`config.mk`:
```
export PLATFORM = sky130hd
export DESIGN_NAME = fetch_unit
export DESIGN_NICKNAME = d
export VERILOG_FILES = /design/src/rtl/mips_pkg.sv /design/src/rtl/pc_next_calc.sv /design/src/rtl/fetch_unit.sv
export SDC_FILE = /design/constraint.sdc
export NUM_CORES = 1
export LEC_CHECK = 0
export ABC_AREA = 1
export BUFFER_PORTS_ARGS = -buffer_cell sky130_fd_sc_hd__buf_2
export CAP_MARGIN = 40
export CORE_MARGIN = 2
export CORE_UTILIZATION = 40
export CTS_BUF_LIST = sky130_fd_sc_hd__clkbuf_8
export CTS_CLUSTER_DIAMETER = 200
export CTS_CLUSTER_SIZE = 40
export DETAILED_ROUTE_END_ITERATION = 10
export SYNTH_ARGS = -nofsm -noshare
export SYNTH_HDL_FRONTEND = slang
export SYNTH_SLANG_ARGS = --single-unit
```
`constraint.sdc`:
```
create_clock -name clk -period 4.13 [get_ports clk]
set_input_delay 0.826 -clock clk [delete_from_list [all_inputs] [get_ports clk]]
set_output_delay 0.826 -clock clk [all_outputs]
set_load 0.05 [all_outputs]
```
`src/rtl/mips_pkg.sv`:
```
// Shared types and constants for the MIPS fetch path: fetch FSM states,
// reset vector default, decoder opcodes and the instruction field layout.
package mips_pkg;

   typedef enum logic [1:0] {
      IDLE  = 2'd0,
      FETCH = 2'd1,
      HOLD  = 2'd2
   } fetchState_t;

   localparam logic [31:0] DEFAULT_RESET_PC = 32'h0000_0000;

   localparam logic [5:0] OP_J   = 6'b000010;
   localparam logic [5:0] OP_BEQ = 6'b000100;

   // R-type view of a 32-bit instruction word, MSB first
   typedef struct packed {
      logic [5:0] opcode;
      logic [4:0] rs;
      logic [4:0] rt;
      logic [4:0] rd;
      logic [4:0] shamt;
      logic [5:0] funct;
   } instrFields_t;

   function automatic logic signed [31:0] signExt16(input logic [15:0] value);
      return {{16{value[15]}}, value};
   endfunction

endpackage

```
`src/rtl/pc_next_calc.sv`:
```
// Combinational next-PC selection for the fetch stage: jump beats a taken
// branch, which beats sequential flow. All arithmetic wraps modulo 2^32.
module pc_next_calc
   import mips_pkg::*;
(
   input  logic [31:0] pc,
   input  logic [31:0] instr,
   input  logic        branch,
   input  logic        zero,
   input  logic        jump,
   output logic [31:0] pcPlus4,
   output logic [31:0] nextPc
);

   logic signed [31:0] immSext;
   logic signed [31:0] branchOffset;
   logic [31:0]        branchTarget;
   logic [31:0]        jumpTarget;
   logic               unusedOpcode;

   assign pcPlus4      = pc + 32'd4;
   assign immSext      = signExt16(instr[15:0]);
   assign branchOffset = immSext <<< 2;
   assign branchTarget = pcPlus4 + $unsigned(branchOffset);
   // Jump keeps the 256 MB region of the delay-slot address
   assign jumpTarget   = {pcPlus4[31:28], instr[25:0], 2'b00};
   assign unusedOpcode = ^instr[31:26];

   always_comb begin
      nextPc = pcPlus4;
      if (jump) begin
         nextPc = jumpTarget;
      end else if (branch && zero) begin
         nextPc = branchTarget;
      end
   end

endmodule

```
`src/rtl/fetch_unit.sv`:
```
// Multi-cycle instruction fetch: owns PC and IR, handshakes with instruction
// memory, exposes decoded instruction fields and a retired-instruction count.
module fetch_unit
   import mips_pkg::*;
#(
   parameter logic [31:0] RESET_PC = DEFAULT_RESET_PC,
   parameter int          COUNT_W  = 32
) (
   input  logic               clk,
   input  logic               reset,
   output logic               imem_req,
   output logic [31:0]        imem_addr,
   input  logic               imem_ready,
   input  logic [31:0]        imem_rdata,
   input  logic               stall,
   input  logic               branch,
   input  logic               zero,
   input  logic               jump,
   output logic               instr_valid,
   output logic [31:0]        instr,
   output logic [31:0]        pc,
   output logic [31:0]        pc_plus4,
   output logic [5:0]         opcode,
   output logic [5:0]         funct,
   output logic [4:0]         rs,
   output logic [4:0]         rt,
   output logic [4:0]         rd,
   output logic [4:0]         shamt,
   output logic [31:0]        imm_sext,
   output logic [COUNT_W-1:0] retired
);

   fetchState_t        state;
   logic [31:0]        pcReg;
   logic [31:0]        irReg;
   logic               reqReg;
   logic               validReg;
   logic [COUNT_W-1:0] retiredReg;
   logic [31:0]        nextPc;
   instrFields_t       fields;

   pc_next_calc uNextPc (
      .pc      (pcReg),
      .instr   (irReg),
      .branch  (branch),
      .zero    (zero),
      .jump    (jump),
      .pcPlus4 (pc_plus4),
      .nextPc  (nextPc)
   );

   // IDLE gives one dead cycle after reset; FETCH waits for memory; HOLD
   // presents the instruction until downstream consumes it.
   always_ff @(posedge clk or posedge reset) begin
      if (reset) begin
         state      <= IDLE;
         pcReg      <= RESET_PC;
         irReg      <= 32'h0;
         reqReg     <= 1'b0;
         validReg   <= 1'b0;
         retiredReg <= '0;
      end else begin
         case (state)
            IDLE: begin
               state  <= FETCH;
               reqReg <= 1'b1;
            end
            FETCH: begin
               if (imem_ready) begin
                  irReg    <= imem_rdata;
                  validReg <= 1'b1;
                  reqReg   <= 1'b0;
                  state    <= HOLD;
               end
            end
            HOLD: begin
               if (!stall) begin
                  pcReg      <= nextPc;
                  validReg   <= 1'b0;
                  retiredReg <= retiredReg + COUNT_W'(1);
                  reqReg     <= 1'b1;
                  state      <= FETCH;
               end
            end
            default: begin
               state    <= IDLE;
               reqReg   <= 1'b0;
               validReg <= 1'b0;
            end
         endcase
      end
   end

   assign imem_req    = reqReg;
   assign imem_addr   = pcReg;
   assign instr_valid = validReg;
   assign instr       = irReg;
   assign pc          = pcReg;
   assign retired     = retiredReg;

   assign fields   = irReg;
   assign opcode   = fields.opcode;
   assign rs       = fields.rs;
   assign rt       = fields.rt;
   assign rd       = fields.rd;
   assign shamt    = fields.shamt;
   assign funct    = fields.funct;
   assign imm_sext = signExt16(irReg[15:0]);

endmodule

```
==> summary.txt, run 1 <==
Clock network
  • Setup Fix Bufs, Post-CTS: 0
  • Clock sink count: 97
  • TritonCTS Buffers: 9
  • Hold Buf Count CTS: 0
  • CTS root buf: clkbuf_8
  • Post-CTS Resized: 0
  • Clk buf depth: 2
  • CTS clk-pin slew, worst paths: 0.10 ns
  • H-tree Lvls: 3
  • Worst-skew pair later-pin latency: 0.37 ns
  • CTS tree: yes

Min path
  • Worst Min Path Start: retired[31]
  • Min-Delay Path Class: flop to flop
  • Hold Path Sink: retired[31]
  • Hold Path Cell Cnt: 1

GRT
  • Total grt overflow: 0
  • Initial antenna violation count: 1
  • GRT met2 Usage: 38.6%
  • Met3 Use GR: 3.24%
  • Pin count of the biggest net entering global routing: 53
  • Met1 Use GR: 34.8%
  • GRT Total Usage: 24.3%
  • Global-route wire length before repair: 44700 µm
  • Grt peak-use layer: met2
  • Vias in the first global route: 8112

Critical path
  • Worst Path Max Fanout: 6
  • Crit path DAT: 3.67 ns
  • Worst flop-to-flop path startpoint: imem_addr[14]
  • CP Capture Type: flop
  • Worst reg2reg path depth: 19
  • Critical path class: flop to flop
  • Critical Path Source Type: flop
  • Worst setup startpoint: imem_addr[14]
  • Reg-to-Reg End: imem_addr[24]
  • Setup slack, reg-to-reg: 0.73 ns
  • Critical path data required time: 4.40 ns

Timing
  • Final setup vio count: 0
  • Hold Violations, Final: 0
  • Fin worst setup slack: 0.735 ns
  • Worst Max-Slew Pin Slew: 0.687 ns
  • Post-route minimum period: 3.40 ns
  • Fin crit share: 82.2%
  • Max Freq: 295 MHz
  • Worst hold margin: 0.467 ns
  • Relative slew slack: 54.2%
  • RSZ-0062 raised after global routing: no
  • Clock Skew: 0.00948 ns
  • Slew Viols, Final: 0
  • Post-route setup TNS: 0 ns

Placed design
  • DP HPWL: 23600 µm
  • Post-Place Worst Slack: 0.795 ns
  • Routability Congestion: 0.980
  • Placement Cell Area: 9750 µm²
  • Port buffer count: 258

Finish
  • Layout area overhead: 12.5%
  • Layout cell share with drive strength beyond 1: 23.1%
  • ANT cells: 0
  • Nets@finish: 1591
  • Final non-filler cell area: 9930 µm²

Synthesis
  • Post-synthesis cell type count: 43
  • Mean Syn Cell Area: 6.54 µm²
  • Post-synth EDFFs: 0
  • Synth Flop Type: dfrtp_1
  • Area share of the largest cell type after synthesis: 27.5%
  • Sequential fraction of the synthesis area: 27.5%
  • Largest cells by area after synthesis: dfrtp_1 28%, nand2_1 19%, inv_1 8.9%
  • YS warnings: 0
  • Async SR Flop Fraction: 100%
  • Mapped cell area: 8820 µm²
  • Yosys top cell by area: dfrtp_1
  • Synth Instances: 1350
  • #FFs+latches synth: 97

Run status
  • Outcome: finished clean

Routing
  • Drt wl/cell: 16.1 µm
  • Vias/cell: 4.82
  • Routed WL: 29000 µm
  • Vias: 8664
  • Router iterations before antenna repair: 5
  • Starting DRT DRC Count: 565
  • DR DRC count: 0
  • Routed Antenna Nets: 0

Die
  • Die Y: 153 µm
  • DIE WIDTH: 153 µm
  • Die area: 23300 µm²
  • Rows: 54
  • Num ports: 265
  • Total core area: 21800 µm²
  • Initial Util: 40.6%

Run
  • Max Cap Violations: 0
-- registers in the layout, indices dropped and copies added, names as in the netlist --
name,count
state,1
instr_valid,1
imem_req,1
instr,32
retired,32
imem_addr,30
-- cell families (layout without fill, tap and decap cells) --
logic type / Yosys count / in the layout / synth area share, %
flops: 97 / 97 / 27.5
mux: 18 / 18 / 2.30
fa+ha+maj: 38 / 38 / 5.47
other cells: 1 / 6 / 0.0425
compound gates: 98 / 98 / 5.84
simple gates: 716 / 716 / 34.9
xor+xnor: 47 / 47 / 4.75
buf+inv: 335 / 499 / 19.2
-- area by class of cell --
cell class              instances  area (µm²)
clock buffers                  11         151
clock inverters                 5        30.0
fillers                      2342       11800
inverters                     211         795
multi-input cells             923        4730
flip-flops and latches         97        2430
well taps                     280         350
repair buffers                272        1450
-- layer usage --
| metal | share of wire [%] | vias up |
|---|---|---|
| li1 | - | 4382 |
| met1 | 47 | 3959 |
| met2 | 45 | 283 |
| met3 | 6.1 | 40 |
| met4 | 2.3 | 0 |
| met5 | 0 | - |
-- metrics by stage --
| step | cells | util, % |
|---|---|---|
| floorplan | 1355 | - |
| global placement | 1780 | 44.5 |
| detailed placement | 1783 | 44.8 |
| CTS | 1799 | 45.6 |
| global route | 1799 | 45.6 |
| finish | 1799 | 45.6 |
-- critical path: stages (launching register included) --
cell	delay [ns]
dfrtp_1	0.54
inv_1	0.15
nor3_1	0.28
nand2_1	0.18
nor2_1	0.12
nand2_1	0.09
xor2_1	0.20
inv_1	0.13
ha_1	0.37
nand2_1	0.13
nor2_1	0.28
nand2_1	0.11
nor2_1	0.12
nand2_1	0.12
nand3_1	0.11
nand2_1	0.05
nand3_1	0.11
nand2_1	0.10
nand2_1	0.06
nand2_1	0.04
-- placed cells by master (no fill, tap or decap), drive strengths merged, types with 2 or more instances in the layout --
cell type,n
and2,2
o21ai,35
xnor2,17
nand4,18
o22ai,3
nand2,447
nor3,16
ha,37
buf,272
clkinv,2
dfrtp,97
nand3b,7
inv,213
xor2,30
mux2,18
or2,6
nor2,130
o211ai,4
a21oi,52
conb,6
a21o,2
nand3,88
clkbuf,11
-- worst max path at each step --
| stage | cells past startpoint | slack (ns) | end |
|---|---|---|---|
| detailed placement | 19 | 0.80 | imem_addr[24] |
| floorplan | 17 | 0.42 | imem_addr[13] |
| CTS | 19 | 0.79 | imem_addr[24] |
| global route | 19 | 0.47 | imem_addr[24] |
| finish | 19 | 0.73 | imem_addr[24] |
| global placement | 19 | 0.77 | imem_addr[24] |
-- cells in the mapped netlist (2+ instances only) --
cell,number
nand2_1,437
inv_1,209
nor2_1,112
buf_4,102
dfrtp_1,97
nand3_1,85
a21oi_1,52
ha_1,37
o21ai_0,33
xor2_1,29
mux2_2,18
nand4_1,17
xnor2_1,17
nor3_1,13
clkbuf_1,12
nor2_2,10
nand2_2,9
nor2_4,8
nand3b_1,7
or2_2,6
buf_2,5
o211ai_1,4
nand3_2,3
o22ai_1,3
a21o_1,2
and2_1,2
buf_1,2
inv_2,2
nor3_4,2
o21ai_1,2
Power of run 1 is left out: the tool's default activity adds up to more than one toggle a clock period on the data nets, which glitch-free logic cannot reach.
==> run 2: changes to the inputs <==
==> constraint.sdc (replaced) <==
create_clock -name clk -period 3.5 [get_ports clk]
set_input_delay 0.7 -clock clk [delete_from_list [all_inputs] [get_ports clk]]
set_output_delay 0.7 -clock clk [all_outputs]
set_load 0.05 [all_outputs]
==> run 2 against run 1 <==
Net effect: critical path depth increased by 1; sequential share of layout area fell by 0.29 points; clock-buffer cell count is 1 lower; cell count increased by 0.72%; flip-flop and latch count stayed put; first-iteration DRC count grew 10%; setup slack lost 0.50 ns; worst hold slack got worse by 0.090 ns; highest routed layer unchanged.
==> summary.txt, run 2 (synthesis gave the netlist of run 1 again) <==
Critical path
  • Worst Path Buf+Inv: 1 (-1)
  • Reg-to-Reg End: imem_addr[27]
  • CP Capture Type: flop
  • Crit-path cells: ha_1 -> nand2_2 -> nor2_4 -> nand2_4 -> nor2_4 -> nand2_2 -> nor2_2 -> xor2_2 -> ha_1 -> nand2_2 -> nor2_2 -> inv_1 -> nor3_1 -> nand2_1 -> nand2_1 -> nand2_1 -> nand3_1 -> nand2_1 -> nand2_1 -> nand2_1
  • Crit-path most repeated cell: nand2_1
  • Setup slack, reg-to-reg: 0.23 ns (-0.50 ns)
  • Cell family with most CP delay: simple AND/OR/NAND/NOR gates
  • Worst Path Max Fanout: 6 (unchanged)
  • Critical path data required time: 3.77 ns (-0.63 ns)
  • Critical Path Source Type: flop
  • Critical path class: flop to flop
  • Worst path max stage delay: 0.44 ns (-0.10 ns)
  • Crit path DAT: 3.54 ns (-0.13 ns)
  • Worst flop-to-flop path startpoint: imem_addr[3]
  • Slowest-stage cell, CP: dfrtp_2
  • Worst reg2reg path depth: 20 (+1)

Clock network
  • Clock sink count: 97 (unchanged)
  • CTS clk-pin slew, worst paths: 0.09 ns (about the same)
  • CTS tree: yes
  • H-tree Lvls: 3 (unchanged)
  • Worst-skew pair later-pin latency: 0.38 ns (about the same)
  • CTS root buf: clkbuf_8
  • Clk buf depth: 2 (unchanged)
  • TritonCTS Buffers: 9 (unchanged)

Routing
  • DR DRC count: 0 (unchanged)
  • Starting DRT DRC Count: 624 (+10%)
  • Drt wl/cell: 16.4 µm (+1.6%)
  • Routed WL: 29600 µm (+2.3%)
  • Routed Antenna Nets: 0 (unchanged)
  • Metal2 WL: 13400 µm (+3.3%)
  • Router iterations before antenna repair: 5 (unchanged)
  • M1 WL: 13300 µm (-1.9%)
  • Uppermost routed layer: met4
  • Vias/cell: 4.91 (+2.0%)
  • Vias: 8902 (+2.7%)
  • Met3 routed WL: 2060 µm (+17%)

GRT
  • Pin count of the biggest net entering global routing: 98 (+85%)
  • GRT Total Usage: 24.9% (+0.57 points)
  • Total grt overflow: 0 (unchanged)
  • Global-route wire length before repair: 45500 µm (+1.7%)
  • Vias in the first global route: 8141 (+0.36%)
  • Initial antenna violation count: 0 (-1)

Die
  • Num ports: 265 (unchanged)
  • DIE WIDTH: 153 µm (unchanged)
  • Initial Util: 40.6% (unchanged)
  • Die area: 23300 µm² (unchanged)
  • Total core area: 21800 µm² (unchanged)
  • Rows: 54 (unchanged)
  • Die Y: 153 µm (unchanged)

Finish
  • Most frequent cells in the layout: 436 x nand2_1, 258 x buf_2, 211 x inv_1
  • Layout cell share with drive strength beyond 1: 24.9% (+1.8 points)
  • Nets@finish: 1605 (+0.88%)
  • Final Core Density: 46.4% (+0.79 points)
  • Layout area overhead: 14.5%
  • Most common cell after layout, fill and taps aside: nand2_1
  • ANT cells: 0 (unchanged)

Timing
  • Fin worst setup slack: 0.234 ns (-0.501 ns)
  • Slew Viols, Final: 0 (unchanged)
  • Worst Max-Slew Pin Slew: 0.635 ns (-0.0519 ns)
  • Hold Violations, Final: 0 (unchanged)
  • Fin crit share: 93.3% (+11 points)
  • Final setup vio count: 0 (unchanged)
  • Relative slew slack: 57.7% (+3.5 points)
  • RSZ-0062 raised after global routing: yes
  • Post-route setup TNS: 0 ns (unchanged)
  • Max Freq: 306 MHz (+4.0%)
  • Clock Skew: 0.0140 ns (+0.00455 ns)
  • Post-route minimum period: 3.27 ns (-0.129 ns)

Min path
  • Min-Delay Path Class: primary input to asynchronous set/reset pin

Placed design
  • Post-Place Worst Slack: 0.133 ns (-0.662 ns)
  • Routability Congestion: 0.980 (about the same)
  • Port buffer count: 258 (unchanged)
  • DP HPWL: 23800 µm (+1.1%)

Run status
  • Outcome: finished clean

Run
  • Max Cap Violations: 0 (unchanged)
-- run 2: cell count changes in the layout (fill, tap and decap cells not counted), moves of 3 or more --
cell     delta
xor2_2      +3
buf_4      +14
xor2_1      -3
dfrtp_2    +10
dfrtp_1    -10
-- run 2: tightest hold or removal path: stages --
cell	delay (ns)
buf_2	0.11
inv_4	0.05
buf_12	0.34
-- run 2: worst max path at each step --
stage	endpoint	cells after the start	slack [ns]	from
4_1_cts	imem_addr[27]	19	0.1	imem_addr[17]
5_1_grt	imem_addr[31]	21	-0.01	imem_addr[3]
2_1_floorplan	imem_addr[29]	21	0.07	imem_addr[3]
3_5_place_dp	imem_addr[27]	19	0.13	imem_addr[16]
3_3_place_gp	imem_addr[27]	19	0.06	imem_addr[17]
6_report	imem_addr[27]	20	0.23	imem_addr[3]
-- run 2: layout make-up --
class                           count  area, µm²
Clock buffer                       10        138
Clock inverter                      5       50.0
Fill cell                        2356      11700
Inverter                          211        795
Multi-Input combinational cell    923       4770
Sequential cell                    97       2440
Tap cell                          280        350
Timing Repair Buffer              286       1550
-- run 2: per-stage QoR --
| stage | hold WS (ns) | instance area (µm²) | instances |
|---|---|---|---|
| CTS | 0.466 | 10000 | 1808 |
| global route | 0.490 | 10100 | 1812 |
| floorplan | 0.567 | 8870 | 1355 |
| finish | 0.378 | 10100 | 1812 |
| detailed placement | 0.453 | 9850 | 1793 |
| global placement | 0.451 | 9800 | 1791 |
-- run 2: timing repair --
action	4_1_cts	5_1_grt
endpoints found under the setup margin	0	18
hold buffers	0	0
gates resized for setup	0	17
buffers inserted	0	4
-- run 2: metal layers --
| layer | vias to the layer above | track usage [%] |
|---|---|---|
| met4 | 0 | 8.47 |
| met1 | 4069 | 34.7 |
| met3 | 46 | 3.50 |
| li1 | 4417 | - |
| met2 | 370 | 39.8 |
| met5 | - | 0 |
Power of run 2 is left out for the same reason.
